File: src/rtl/ball_motion_ctrl.sv
// Ball motion controller: edge-detects hit/goal flags, runs SERVE/PLAY/SCORED and moves the ball once per frame.
// Outputs registered, events take effect 1 cycle after the input edge; no backpressure (collisions during cooldown are dropped).
module ball_motion_ctrl #(
  parameter int SCREEN_W        = 640,
  parameter int SCREEN_H        = 480,
  parameter int BALL_SIZE       = 16,
  parameter int INIT_X          = 312,
  parameter int INIT_Y          = 232,
  parameter int SPEED_X         = 4,
  parameter int SPEED_Y         = 2,
  parameter int COOLDOWN_FRAMES = 8,
  parameter int SERVE_FRAMES    = 60
) (
  input  logic              CLK,
  input  logic              RESETn,
  input  logic              startOfFrame,
  input  logic              collision,
  input  logic              doubleball,
  input  logic              goal_left,
  input  logic              goal_right,
  input  logic              X_direction,
  input  logic              Y_direction,
  output logic [10:0]       topLeftX,
  output logic [10:0]       topLeftY,
  output logic signed [7:0] speedX,
  output logic signed [7:0] speedY,
  output logic              ball_active,
  output logic              score_p1,
  output logic              score_p2,
  output logic              spawn_second
);

  typedef enum logic [1:0] {SERVE, PLAY, SCORED} state_t;

  localparam int CW = $clog2(COOLDOWN_FRAMES + 1);
  localparam int SW = $clog2(SERVE_FRAMES + 1);

  localparam logic [10:0]        INIT_XV    = 11'(INIT_X);
  localparam logic [10:0]        INIT_YV    = 11'(INIT_Y);
  localparam logic signed [7:0]  SPX        = 8'(SPEED_X);
  localparam logic signed [7:0]  SPY        = 8'(SPEED_Y);
  localparam logic signed [11:0] X_MAX      = 12'(SCREEN_W - BALL_SIZE);
  localparam logic signed [11:0] Y_MAX      = 12'(SCREEN_H - BALL_SIZE);
  localparam logic [10:0]        X_MAX_POS  = 11'(SCREEN_W - BALL_SIZE);
  localparam logic [10:0]        Y_MAX_POS  = 11'(SCREEN_H - BALL_SIZE);
  localparam logic [CW-1:0]      COOL_LOAD  = CW'(COOLDOWN_FRAMES);
  localparam logic [SW-1:0]      SERVE_LAST = SW'(SERVE_FRAMES - 1);

  state_t        state;
  logic [CW-1:0] cooldown;
  logic [SW-1:0] serve_cnt;
  logic          db_used;
  logic          prev_coll, prev_db, prev_gl, prev_gr;

  logic coll_ev, db_ev, gl_ev, gr_ev;
  assign coll_ev = collision  & ~prev_coll;
  assign db_ev   = doubleball & ~prev_db;
  assign gl_ev   = goal_left  & ~prev_gl;
  assign gr_ev   = goal_right & ~prev_gr;

  // 12-bit signed next position so underflow past the top/left edge shows as negative
  logic signed [11:0] nx, ny;
  assign nx = $signed({1'b0, topLeftX}) + $signed({{4{speedX[7]}}, speedX});
  assign ny = $signed({1'b0, topLeftY}) + $signed({{4{speedY[7]}}, speedY});

  logic [10:0] x_nxt, y_nxt;
  logic        x_flip, y_flip;

  always_comb begin
    x_nxt  = nx[10:0];
    x_flip = 1'b0;
    if (nx[11]) begin
      x_nxt  = 11'd0;
      x_flip = 1'b1;
    end else if (nx > X_MAX) begin
      x_nxt  = X_MAX_POS;
      x_flip = 1'b1;
    end
  end

  always_comb begin
    y_nxt  = ny[10:0];
    y_flip = 1'b0;
    if (ny[11]) begin
      y_nxt  = 11'd0;
      y_flip = 1'b1;
    end else if (ny > Y_MAX) begin
      y_nxt  = Y_MAX_POS;
      y_flip = 1'b1;
    end
  end

  always_ff @(posedge CLK or negedge RESETn) begin
    if (!RESETn) begin
      state        <= SERVE;
      topLeftX     <= INIT_XV;
      topLeftY     <= INIT_YV;
      speedX       <= SPX;
      speedY       <= '0;
      ball_active  <= 1'b0;
      score_p1     <= 1'b0;
      score_p2     <= 1'b0;
      spawn_second <= 1'b0;
      cooldown     <= '0;
      serve_cnt    <= '0;
      db_used      <= 1'b0;
      prev_coll    <= 1'b0;
      prev_db      <= 1'b0;
      prev_gl      <= 1'b0;
      prev_gr      <= 1'b0;
    end else begin
      prev_coll    <= collision;
      prev_db      <= doubleball;
      prev_gl      <= goal_left;
      prev_gr      <= goal_right;
      score_p1     <= 1'b0;
      score_p2     <= 1'b0;
      spawn_second <= 1'b0;

      if (startOfFrame && cooldown != '0)
        cooldown <= cooldown - CW'(1);

      case (state)
        SERVE: begin
          topLeftX <= INIT_XV;
          topLeftY <= INIT_YV;
          if (startOfFrame) begin
            if (serve_cnt == SERVE_LAST) begin
              serve_cnt   <= '0;
              state       <= PLAY;
              ball_active <= 1'b1;
            end else begin
              serve_cnt <= serve_cnt + SW'(1);
            end
          end
        end

        PLAY: begin
          if (gl_ev) begin
            score_p2    <= 1'b1;
            speedX      <= -SPX;
            ball_active <= 1'b0;
            state       <= SCORED;
          end else if (gr_ev) begin
            score_p1    <= 1'b1;
            speedX      <= SPX;
            ball_active <= 1'b0;
            state       <= SCORED;
          end else begin
            // Frame move uses the pre-event velocity; an event this cycle overrides any bounce flip
            if (startOfFrame) begin
              topLeftX <= x_nxt;
              topLeftY <= y_nxt;
              if (x_flip) speedX <= -speedX;
              if (y_flip) speedY <= -speedY;
            end
            if (coll_ev) begin
              if (cooldown == '0) begin
                speedX   <= -speedX;
                cooldown <= COOL_LOAD;
                case ({Y_direction, X_direction})
                  2'b00:   speedY <= '0;
                  2'b10:   speedY <= -SPY;
                  2'b11:   speedY <= SPY;
                  default: speedY <= speedY;
                endcase
              end
            end else if (db_ev && !db_used) begin
              spawn_second <= 1'b1;
              db_used      <= 1'b1;
            end
          end
        end

        SCORED: begin
          topLeftX <= INIT_XV;
          topLeftY <= INIT_YV;
          speedY   <= '0;
          db_used  <= 1'b0;
          state    <= SERVE;
        end

        default: state <= SERVE;
      endcase
    end
  end

endmodule
File: config.mk
export PLATFORM = sky130hd
export DESIGN_NAME = ball_motion_ctrl
export DESIGN_NICKNAME = d
export VERILOG_FILES = /design/src/rtl/ball_motion_ctrl.sv
export SDC_FILE = /design/constraint.sdc
export NUM_CORES = 1
export LEC_CHECK = 0
export BUFFER_PORTS_ARGS = -buffer_cell sky130_fd_sc_hd__clkbuf_2
export CAP_MARGIN = 15
export CORE_MARGIN = 3
export CORE_UTILIZATION = 44
export DETAILED_ROUTE_END_ITERATION = 8
export PLACE_DENSITY = 0.73
export SLEW_MARGIN = 15
export SYNTH_ARGS = -nofsm -noshare
export SYNTH_HDL_FRONTEND = slang
export SYNTH_SLANG_ARGS = --single-unit
export TNS_END_PERCENT = 30
File: constraint.sdc
create_clock -name CLK -period 5.26 [get_ports CLK]
set_input_delay 1.052 -clock CLK [delete_from_list [all_inputs] [get_ports CLK]]
set_output_delay 1.052 -clock CLK [all_outputs]
set_load 0.005 [all_outputs]
Word level (Yosys, flattened, before mapping):

Cells that the tools add are included.

* flip-flop bits (word level): 59

* reductions and logical operators: 17
* bitwise operators: 8
* add/subtract/negate cells: 6
* muxes and demuxes: 62
* $lt $le $gt $ge: 2
* equality and inequality tests: 14

Operator list (number)
* 2-to-1 mux 11 bit: 10
* 2-to-1 mux 8 bit: 12
* one-hot mux 11 bit (2 select lines): 2
* adder 12 x 8 -> 12 bit: 2
* 2-to-1 mux 4 bit: 6
* one-hot mux 8 bit (3 select lines): 1
* 2-to-1 mux 1 bit: 22
* negator 8 bit: 2
* one-hot mux 8 bit (2 select lines): 1
* != test 2 bit, second input constant: 7
* greater-than comparator 12 x 10 -> 1 bit, second input constant: 1
* greater-than comparator 12 x 11 -> 1 bit, second input constant: 1
* AND reduction 4 bit: 3
* 2-to-1 mux 2 bit: 4
* adder 6 x 1 -> 6 bit, second input constant: 1
* equality test 2 bit, second input constant: 3
* equality test 6 bit, second input constant: 1
* 2-to-1 mux 6 bit: 1
* != test 6 x 3 -> 1 bit, second input constant: 1
* nonzero test 2 bit: 3
* AND reduction 5 bit: 1
* AND 1 bit: 4
* logical NOT 2 bit: 2
* logical NOT 4 bit: 1
* other kinds (12): 17

Depth between registers and ports, before layout:

* depth after elaboration: 11
* depth in mapped cells: 11
* mapped depth without buffers: 10

Worst setup path before layout:

OpenSTA, ideal clock, no wires.

* kind: flip-flop to flip-flop
* start: reg speedX[2]
* end: reg speedX[3]
* slack: 2.412 ns
* buffers on the path: 0
* arrival time: 2.722 ns
* clock period less this slack: 2.848 ns
* cell stages (with the launch flop): 10
* path through: dfstp_2 -> ha_1 -> a211oi_2 -> nor2_2 -> o41ai_2 -> a21oi_1 -> o32a_4 -> o21ai_4 -> nand2b_2 -> a311o_1

* cells in the longest elaborated chain, start to end: 10

Ends and longest elaborated chain
* start: declaration: line 25 `output logic signed [7:0] speedX,`
* start signal: assignment: line 141 `speedX <= -SPX;`
* start signal: assignment: line 154 `if (x_flip) speedX <= -speedX;`
* start signal: assignment: line 159 `speedX <= -speedX;`
* adder 12 x 8 -> 12 bit: line 63 `assign nx = $signed({1'b0, topLeftX}) + $signed({{4{speedX[7]}}, speedX});`
* greater-than comparator 12 x 11 -> 1 bit: line 75 `end else if (nx > X_MAX) begin`
* 2-to-1 mux 1 bit: line 75
* 2-to-1 mux 1 bit: line 72 `if (nx[11]) begin`
* 2-to-1 mux 8 bit: line 154
* 2-to-1 mux 8 bit: line 151 `if (startOfFrame) begin`
* 2-to-1 mux 8 bit: line 158 `if (cooldown == '0) begin`
* 2-to-1 mux 8 bit *: line 157 `if (coll_ev) begin`
* 2-to-1 mux 8 bit *: line 144 `end else if (gr_ev) begin`
* 2-to-1 mux 8 bit *: line 139 `if (gl_ev) begin`

Mark *: on every way between the ends. The rest lies on a longest branch, timed or not.
A chain may end at the register's enable or synchronous reset.

Worst setup path in the final report:

* start: reg speedY[2]
* end: reg speedY[3]

* cells in the longest elaborated chain, start to end: 11

Ends and longest elaborated chain
* start: declaration: line 26 `output logic signed [7:0] speedY,`
* start signal: assignment: line 155 `if (y_flip) speedY <= -speedY;`
* start signal: assignment: line 163 `2'b10: speedY <= -SPY;`
* start signal: assignment: line 165 `default: speedY <= speedY;`
* adder 12 x 8 -> 12 bit: line 64 `assign ny = $signed({1'b0, topLeftY}) + $signed({{4{speedY[7]}}, speedY});`
* greater-than comparator 12 x 10 -> 1 bit: line 87 `end else if (ny > Y_MAX) begin`
* 2-to-1 mux 1 bit: line 87
* 2-to-1 mux 1 bit: line 84 `if (ny[11]) begin`
* 2-to-1 mux 8 bit *: line 155
* 2-to-1 mux 8 bit *: line 151
* 2-to-1 mux 8 bit: line 158
* 2-to-1 mux 8 bit *: line 157
* 2-to-1 mux 8 bit *: line 144
* 2-to-1 mux 8 bit *: line 139
* one-hot mux 8 bit (2 select lines) *: line 123 `case (state)`

Mark *: on every way between the ends. The rest lies on a longest branch, timed or not. The select of a mux whose other input is x is not followed.

==> key figures <==
Outcome
  – Status: completed

Layout
  – Layout cells sized above 1: 0.172
  – Layout area overhead: 13.3%
  – # diodes: 0
  – Most frequent cells in the layout: nand2_1 (53), nor2_1 (53), dfrtp_1 (48), clkbuf_2 (48)
  – Nets: 550

Worst setup path
  – Critical Path End Type: flip-flop
  – Worst path arrival time: 3.74 ns
  – FF-to-FF setup slack: 1.74 ns
  – Kind of critical path: reg -> reg
  – Worst Path Required: 5.49 ns
  – Largest fanout on the critical path: 12
  – Slowest cell on the critical path: a31oi_1
  – Buffers and inverters on the worst path: 0
  – CP top delay family: compound AO/OA/AOI/OAI gates
  – Nature of the critical path startpoint: flip-flop
  – Max incr delay on CP: 0.69 ns
  – Sequence of cells on the critical path: ha_1 > a211oi_1 > o211ai_1 > a2111oi_0 > nor3_1 > xnor2_2 > a31oi_1 > and3b_1 > o21ai_0

Global route
  – Pin count of the biggest net entering global routing: 58
  – Total GRT Usage: 0.197
  – Initial antenna violation count: 0
  – Vias in the first global route: 3443
  – First-pass GRT wire length: 16.0 mm
  – Grt total ovfl: 0

Clock network
  – CTS Buf Count: 9
  – Reg clk slew, reported paths: 0.07 ns
  – Worst skew pair latency: 0.34 ns
  – H-tree depth: 3
  – # hold bufs at CTS: 0
  – Sink Count: 57
  – Clock tree buffer depth: 2
  – PostCTS Resize Cnt: 0
  – Root buf cell: clkbuf_8
  – CTS tree: yes
  – Post-CTS Setup Inserts: 0

Synthesis
  – Fraction of registers with async set/reset: 1.00
  – Synth area leader: dfrtp_1
  – Post-Synth XOR/XNOR Area: 0.0417
  – Post-synth EDFFs: 0
  – Register area share after synthesis: 0.363
  – Cells after synthesis: 466
  – Post-synth top area share: 0.303
  – Syn Std Cell Area: 0.00396 mm2
  – Synth area leaders: dfrtp_1 (30%), ha_1 (9.2%), dfstp_2 (6.0%)
  – YS warnings: 0
  – Mux contribution to synthesized area: 0.00537
  – Main combinational cell family by area after synthesis: simple AND/OR/NAND/NOR gates
  – Library cells used by synthesis: 68
  – Synth Area in Compound Gates: 0.229
  – #FFs+latches synth: 57
  – Avg Cell Area, Syn: 8.50 um2
  – Synth Area in Adders: 0.0967
  – Post-synth top flop: dfrtp_1
  – Fraction of the mapped netlist area in simple logic gates: 0.231

Route
  – Vias per cell: 5.92
  – DRC viols: 0
  – DRT iter0 DRCs: 196
  – DR vias: 3676
  – WL/cell: 15.7 um
  – Remaining antenna violation count: 0
  – Drt total wl: 9.73 mm
  – First drt pass iteration count: 5

Place
  – DP Wirelength: 7.19 mm
  – Pre-CTS WS: 1.78 ns
  – Routability cong.: 0.903
  – IO Port Bufs: 48

Floorplan
  – Chip width: 101 um
  – Num rows: 33
  – I/O Pins: 51
  – Die Y: 101 um
  – Core area: 0.00846 mm2
  – Initial Utilization: 0.468
  – Full die area: 0.0102 mm2

STA
  – Final-report hold violation count: 0
  – Final WS setup: 1.74 ns
  – Final setup viols: 0
  – Hold WS: 0.511 ns
  – Fin. max-slew vios: 0
  – Tightest Pin Transition: 1.05 ns
  – Final Critical Period: 3.52 ns
  – Peak Freq: 284 MHz
  – Max transition margin: 0.297
  – RSZ-0062 raised after global routing: no
  – Final period utilization: 0.669
  – Clk_skew: 0.00983 ns
  – Setup_tns: 0 ns

Pwr
  – Pwr/cell area: 259 mW/mm2
  – Leakage: 2.07 nW
  – Peak supply drop: 0.203 mV
  – Tot Pwr: 1.16 mW

Hold path
  – Min-delay worst type: reg -> reg

Flow run
  – Max-cap check violation count: 0
[path summary, 6_finish.rpt]
path / cells past startpoint / to / from
max reg2reg: 9 / speedY[3] / speedY[2]
max in group asynchronous: 2 / serve_cnt[0] / RESETn
min reg2reg: 1 / state[1] / state[1]
min: 1 / state[1] / state[1]
max: 9 / speedY[3] / speedY[2]
min in group asynchronous: 2 / cooldown[0] / RESETn
[per-stage QoR]
step	cell area, um2	utilization	std cells
after detailed placement	4280	0.506	605
final	4480	0.530	621
after CTS	4480	0.530	621
after floorplan	3960	-	467
after global routing	4480	0.530	621
after global placement	4280	0.506	605
[cells by family (layout without fill, tap and decap cells)]
family	count (synthesis)	after routing
xor+xnor	18	18
buf+inv	30	79
flops	57	57
other cells	2	3
mux	2	2
fa+ha+maj	30	30
compound gates	135	135
simple gates	192	192
[state kept, by name, summed over array words and instances, names as in the netlist]
signal        cells
score_p1          1
serve_cnt         6
prev_coll         1
prev_gl           1
topLeftX         11
db_used           1
spawn_second      1
cooldown          4
ball_active       1
topLeftY         11
speedY            7
prev_db           1
speedX            7
prev_gr           1
state             2
score_p2          1
[area by class of cell]
cell class,instances,area [um2]
Fill cell,786,3980
Multi-Input combinational cell,380,2410
Sequential cell,57,1440
Timing Repair Buffer,49,248
Tap cell,105,131
Clock buffer,9,124
Clock inverter,7,80.1
Inverter,14,52.6
[Yosys cell counts (all sizes together), types with 4 or more instances]
| cell | n |
|---|---|
| o31a | 5 |
| o211ai | 4 |
| a21oi | 34 |
| a21o | 6 |
| xnor2 | 12 |
| o31ai | 6 |
| nand2b | 8 |
| and2 | 8 |
| ha | 29 |
| nand2 | 53 |
| nor2b | 6 |
| nor3 | 22 |
| nor4 | 10 |
| and3 | 7 |
| o21ai | 38 |
| clkbuf | 13 |
| xor2 | 6 |
| inv | 14 |
| nand3 | 8 |
| dfrtp | 48 |
| a211oi | 5 |
| nor2 | 54 |
| or3 | 5 |
| a31oi | 5 |
| dfstp | 9 |
[layer usage]
metal | vias up | track usage | part of all wire
met1 | 1749 | 0.265 | 0.46
met5 | - | 0 | 0
met2 | 126 | 0.309 | 0.47
met3 | 16 | 0.0443 | 0.060
li1 | 1785 | - | -
met4 | 0 | 0.0705 | 0.017
[report_power, final]
group / switching [mW] / internal (mW) / total [mW]
logic: 0.127 / 0.0893 / 0.216
clock network: 0.198 / 0.222 / 0.421
registers: 0.0402 / 0.483 / 0.523
total: 0.365 / 0.795 / 1.16
Power figures use the tool's default switching activity.
